### src/rtl/sr_latch_exerciser.sv
// Self-checking driver for a gated SR latch. Walks the 8 {En,S,R} vectors,
// samples the latch Q through a 2-flop synchronizer, and compares it against
// a golden model of the latch. Reports busy/done/pass and a mismatch count.
//
// state    | meaning
// ---------+--------------------------------------------------------------
// ST_IDLE  | waiting for start, outputs quiet
// ST_DRIVE | current vector on En/S/R, waiting HOLD_CYCLES for Q to settle
// ST_CHECK | one cycle: sample q_sync, update the model, count a mismatch
// ST_DONE  | run finished, results held until the next start or reset

module sr_latch_exerciser #(
   parameter int HOLD_CYCLES = 4,
   parameter int LOOPS       = 1
) (
   input  logic       clk,
   input  logic       rst_n,
   input  logic       start,
   input  logic       q_in,
   output logic       En,
   output logic       S,
   output logic       R,
   output logic       busy,
   output logic       done,
   output logic       pass,
   output logic [7:0] err_count,
   output logic [2:0] step
);

   localparam int HOLD_W = (HOLD_CYCLES > 2) ? $clog2(HOLD_CYCLES) : 1;

   typedef enum logic [1:0] {
      ST_IDLE  = 2'd0,
      ST_DRIVE = 2'd1,
      ST_CHECK = 2'd2,
      ST_DONE  = 2'd3
   } state_t;

   state_t              r_state;
   state_t              w_state_nxt;
   logic [HOLD_W-1:0]   r_hold;
   logic [7:0]          r_loop;
   logic [2:0]          r_step;
   logic [7:0]          r_err;
   logic                r_q_meta;
   logic                r_q_sync;
   logic                r_exp;
   logic                r_known;

   logic                w_accept;
   logic                w_hold_tc;
   logic                w_last_step;
   logic                w_last_loop;
   logic                w_exp_nxt;
   logic                w_known_nxt;
   logic                w_mismatch;

   assign w_accept    = start && ((r_state == ST_IDLE) || (r_state == ST_DONE));
   assign w_hold_tc   = (r_hold == HOLD_W'(HOLD_CYCLES - 1));
   assign w_last_step = (r_step == 3'd7);
   assign w_last_loop = (r_loop == 8'(LOOPS - 1));

   // The vector is simply the step index, so the drive pins follow r_step.
   assign En        = r_step[2];
   assign S         = r_step[1];
   assign R         = r_step[0];
   assign step      = r_step;
   assign err_count = r_err;

   // Golden latch model: next (exp, known) for the vector currently driven.
   always_comb begin
      w_exp_nxt   = r_exp;
      w_known_nxt = r_known;
      if (r_step[2]) begin
         case (r_step[1:0])
            2'b01:   begin w_exp_nxt = 1'b0; w_known_nxt = 1'b1; end
            2'b10:   begin w_exp_nxt = 1'b1; w_known_nxt = 1'b1; end
            2'b11:   w_known_nxt = 1'b0;
            default: ;
         endcase
      end
   end

   // Compare against the model as it stands after this step's update.
   assign w_mismatch = w_known_nxt && (r_q_sync != w_exp_nxt);

   // State register.
   always_ff @(posedge clk) begin
      if (!rst_n) r_state <= ST_IDLE;
      else        r_state <= w_state_nxt;
   end

   // Next-state logic and status outputs.
   always_comb begin
      w_state_nxt = r_state;
      busy        = 1'b0;
      done        = 1'b0;
      pass        = 1'b0;
      case (r_state)
         ST_IDLE: begin
            if (w_accept) w_state_nxt = ST_DRIVE;
         end
         ST_DRIVE: begin
            busy = 1'b1;
            if (w_hold_tc) w_state_nxt = ST_CHECK;
         end
         ST_CHECK: begin
            busy = 1'b1;
            if (w_last_step && w_last_loop) w_state_nxt = ST_DONE;
            else                            w_state_nxt = ST_DRIVE;
         end
         ST_DONE: begin
            done = 1'b1;
            pass = (r_err == 8'd0);
            if (w_accept) w_state_nxt = ST_DRIVE;
         end
         default: w_state_nxt = ST_IDLE;
      endcase
   end

   // Datapath: synchronizer, counters, step/loop sequencing and the model.
   always_ff @(posedge clk) begin
      if (!rst_n) begin
         r_q_meta <= 1'b0;
         r_q_sync <= 1'b0;
         r_hold   <= '0;
         r_loop   <= 8'd0;
         r_step   <= 3'd0;
         r_err    <= 8'd0;
         r_exp    <= 1'b0;
         r_known  <= 1'b0;
      end else begin
         r_q_meta <= q_in;
         r_q_sync <= r_q_meta;
         case (r_state)
            ST_IDLE, ST_DONE: begin
               if (w_accept) begin
                  r_hold <= '0;
                  r_loop <= 8'd0;
                  r_step <= 3'd0;
                  r_err  <= 8'd0;
               end
            end
            ST_DRIVE: begin
               // Wraps harmlessly at terminal count; CHECK clears it.
               r_hold <= r_hold + 1'b1;
            end
            ST_CHECK: begin
               r_hold  <= '0;
               r_exp   <= w_exp_nxt;
               r_known <= w_known_nxt;
               if (w_mismatch && (r_err != 8'hFF)) r_err <= r_err + 8'd1;
               if (!w_last_step) begin
                  r_step <= r_step + 3'd1;
               end else if (!w_last_loop) begin
                  r_step <= 3'd0;
                  r_loop <= r_loop + 8'd1;
               end
            end
            default: ;
         endcase
      end
   end

endmodule

### config.mk
export PLATFORM = sky130hd
export DESIGN_NAME = sr_latch_exerciser
export DESIGN_NICKNAME = d
export VERILOG_FILES = /design/src/rtl/sr_latch_exerciser.sv
export SDC_FILE = /design/constraint.sdc
export NUM_CORES = 1
export LEC_CHECK = 0
export CAP_MARGIN = 25
export CORE_ASPECT_RATIO = 0.9
export CORE_MARGIN = 5
export CORE_UTILIZATION = 30
export CTS_CLUSTER_SIZE = 14
export DETAILED_ROUTE_END_ITERATION = 8
export SYNTH_ARGS = -nofsm -noshare
export SYNTH_HDL_FRONTEND = slang
export SYNTH_SLANG_ARGS = --single-unit
### constraint.sdc
create_clock -name clk -period 2.76 [get_ports clk]
set_input_delay 0.552 -clock clk [delete_from_list [all_inputs] [get_ports clk]]
set_output_delay 0.552 -clock clk [all_outputs]
set_load 0.005 [all_outputs]
==> results.sh <==
export IMPL_status="finished clean"
export IMPL_clk_latency_ns=0.28
export IMPL_critPathLaunchType="flip-flop"
export IMPL_clockPowerShare_pct=20.7
export IMPL_place_inst=279
export IMPL_via_per_inst=5.05
export IMPL_grt_max_degree=17
export IMPL_syn_inst=194
export IMPL_die_x_um=86.5
export IMPL_crit_fanout=7
export IMPL_seq_area_frac_synth_pct=34.2
export IMPL_hold_violations=0
export IMPL_setup_viol=0
export IMPL_critical_path_required_ns=2.21
export IMPL_fin_skew_ns=0.00588
export IMPL_relSlewSlack_pct=49.2
export IMPL_cts_setup_buffers=0
export IMPL_drive_gt1_share_pct=7.41
export IMPL_chipHeight_um=78.9
export IMPL_drc=0
export IMPL_post_drt_wl_per_cell_um=12.7
export IMPL_setup_slack_ns=0.176
export IMPL_p_sw_share_pct=38.7
export IMPL_final_cells=283
export IMPL_cts_tree="built"
export IMPL_seq_power_share_pct=37.9
export IMPL_pwr_share_comb_pct=41.4
export IMPL_gp_congestion=0.770
export IMPL_ir_drop_mv=0.352
export IMPL_tightestPinTransition_ns=0.754
export IMPL_row_count=25
export IMPL_crit_arrival_ns=2.03
export IMPL_wl_mm=3.60
export IMPL_p_sw_w=0.000442
export IMPL_initial_utilization_pct=30.4
export IMPL_syn_avg_cell_area_um2=8.15
export IMPL_tns_ns=0
export IMPL_syn_cell_area_mm2=0.00158
export IMPL_crit_type="flip-flop to primary output"
export IMPL_powerDensity_mw_per_mm2=594
export IMPL_drtAntennaViolNets=0
export IMPL_place_ws_ns=0.288
export IMPL_clk_pin_slew_ns=0.10
export IMPL_final_nets=233
export IMPL_io_buffers=20
export IMPL_post_route_period_util_pct=93.6
export IMPL_post_route_min_period_ns=2.58
export IMPL_drv_cap=0
export IMPL_final_fill_count=559
export IMPL_leakagePower_nw=0.698
export IMPL_hpwlAfterDp_mm=2.66
export IMPL_cts_buffers=3
export IMPL_track_usage_pct=11.1
export IMPL_synth_distinct_cells=41
export IMPL_htreeDepth=1
export IMPL_synth_nets=210
export IMPL_io_pins=21
export IMPL_floorplan_die_area_mm2=0.00682
export IMPL_fmaxAchievable_mhz=387
export IMPL_seqCellArea_um2=541
export IMPL_p_int_w=0.000702
export IMPL_cts_sinks=27
export IMPL_gr_total_overflow=0
export IMPL_diodes=0
export IMPL_rsz0062_at_grt="no"
export IMPL_grt_pass1_vias=1343
export IMPL_finalMaxSlewViolations=0
export IMPL_drtPass1Iterations=4
export IMPL_hold_buffers=0
export IMPL_core_mm2=0.00519
export IMPL_ys_seq_elements=27
export IMPL_grt_pass1_wl_mm=6.26
export IMPL_area_delta_synth_final_pct=21.8
export IMPL_crit_path_end_kind="primary output"
export IMPL_r2r_slack_ns=0.26
export IMPL_drt_iter0_markers=46
export IMPL_cts_buffer_depth=2
export IMPL_multiInputGateArea_um2=942
export IMPL_via_count=1430
export IMPL_yosysWarningCount=0
export IMPL_min_path_type="flip-flop to flip-flop"
export IMPL_antenna_found_initial=0
export IMPL_cts_resized_gates=0
export IMPL_cts_root_buffer="clkbuf_8"
[placed cells by master, fill, tap and decap left out, types with 4 or more instances in the layout]
cell type and instances:
dfxtp_1 27, nor2_1 22, clkdlybuf4s50_1 20, nand2_1 19, inv_1 13, ha_1 12, nand3_1 10, a21oi_1 10
nand4_1 8, buf_4 8, xor2_1 6, a31oi_1 5, and3_1 4
[layout make-up]
class                           instances  share of cell area [%]
Tap cell                               67                    4.36
Clock buffer                            3                    2.15
Clock inverter                          1                   0.390
Sequential cell                        27                    28.1
Multi-Input combinational cell        144                    49.0
Timing Repair Buffer                   28                    13.5
Inverter                               13                    2.54
[cells in the mapped netlist]
master	n	area share [%]
clkbuf_1	6	1.4
nor2b_1	1	0.40
a2111oi_0	1	0.55
a31oi_1	5	2.0
a21oi_1	10	3.2
or3b_4	1	0.71
o21bai_1	1	0.48
nand2b_1	3	1.2
ha_1	12	9.5
and2_1	2	0.79
dfxtp_1	27	34
mux2i_1	3	1.9
nor2_1	22	5.2
o211a_1	1	0.63
a31o_2	1	0.55
nor4b_1	2	1.1
a21boi_0	2	0.95
nand4_1	8	3.2
o211ai_1	3	1.4
o311ai_0	1	0.55
nand3b_1	2	0.95
or4_1	3	1.4
nand2_1	19	4.5
nor3_1	3	0.95
or4bb_1	1	0.71
a211oi_1	1	0.48
buf_4	3	1.4
o31ai_1	1	0.48
a21o_1	2	0.95
mux2_2	2	1.4
nor4_1	2	0.79
buf_1	1	0.24
and3_1	4	1.6
xor2_1	6	3.3
inv_1	13	3.1
nand4b_1	1	0.55
nand3_1	10	3.2
o2111a_1	1	0.71
o2111ai_1	3	1.7
o21ai_0	3	0.95
nand4bb_1	1	0.71
[sequential cells by signal (all words and copies together) (netlist names)]
register / cells
r_hold: 2
r_state: 2
step: 3
r_exp: 1
r_known: 1
r_loop: 8
err_count: 8
r_q_sync: 1
r_q_meta: 1
[per-stage QoR]
stage          area [um2]  hold slack (ns)  utilization, %  power, W
6_report             1920            0.461            37.1   0.00114
3_3_place_gp         1880            0.443            36.1  0.000916
3_5_place_dp         1880            0.446            36.1  0.000914
4_1_cts              1920            0.464            37.1   0.00115
5_1_grt              1920            0.500            37.1   0.00123
2_1_floorplan        1580            0.412               -  0.000732
[cells by family (layout without fill, tap and decap cells)]
group | after synthesis | in the layout | synth area share, %
compound gates | 36 | 36 | 15.5
flops | 27 | 27 | 34.2
fa+ha+maj | 12 | 12 | 9.50
buf+inv | 23 | 45 | 6.18
mux | 5 | 5 | 3.33
xor+xnor | 6 | 6 | 3.33
simple gates | 85 | 85 | 27.9
[worst max-delay path, cell delays in order, from the launching register on]
cell             delay [ns]
dfxtp_1                0.38
or4_1                  0.59
nor4_1                 0.23
clkdlybuf4s50_1        0.56
[worst paths after layout]
path	from	to	cells past startpoint
min reg2reg	r_hold[1]$_SDFFE_PN0P_	r_hold[1]$_SDFFE_PN0P_	2
min	r_hold[1]$_SDFFE_PN0P_	r_hold[1]$_SDFFE_PN0P_	2
max reg2reg	step[0]$_SDFFE_PN0P_	err_count[7]$_SDFFE_PN0P_	7
max	err_count[2]$_SDFFE_PN0P_	pass	3
[metal layers]
| metal | share of wire (%) | global-route usage [%] | vias to the layer above |
|---|---|---|---|
| li1 | - | - | 736 |
| met1 | 53 | 16.2 | 657 |
| met4 | 1.0 | 3.27 | 0 |
| met5 | 0 | 0 | - |
| met2 | 42 | 16.8 | 35 |
| met3 | 3.6 | 1.56 | 2 |
[power groups by stage]
stage	combinational [W]	sequential, W	clock (W)
CTS	0.000475	0.000433	0.000247
detailed placement	0.000471	0.000442	0
global placement	0.000476	0.000440	0
global route	0.000525	0.000437	0.000267
floorplan	0.000294	0.000438	0
finish	0.000473	0.000433	0.000237
No activity file was read; power rests on OpenSTA's default activity.
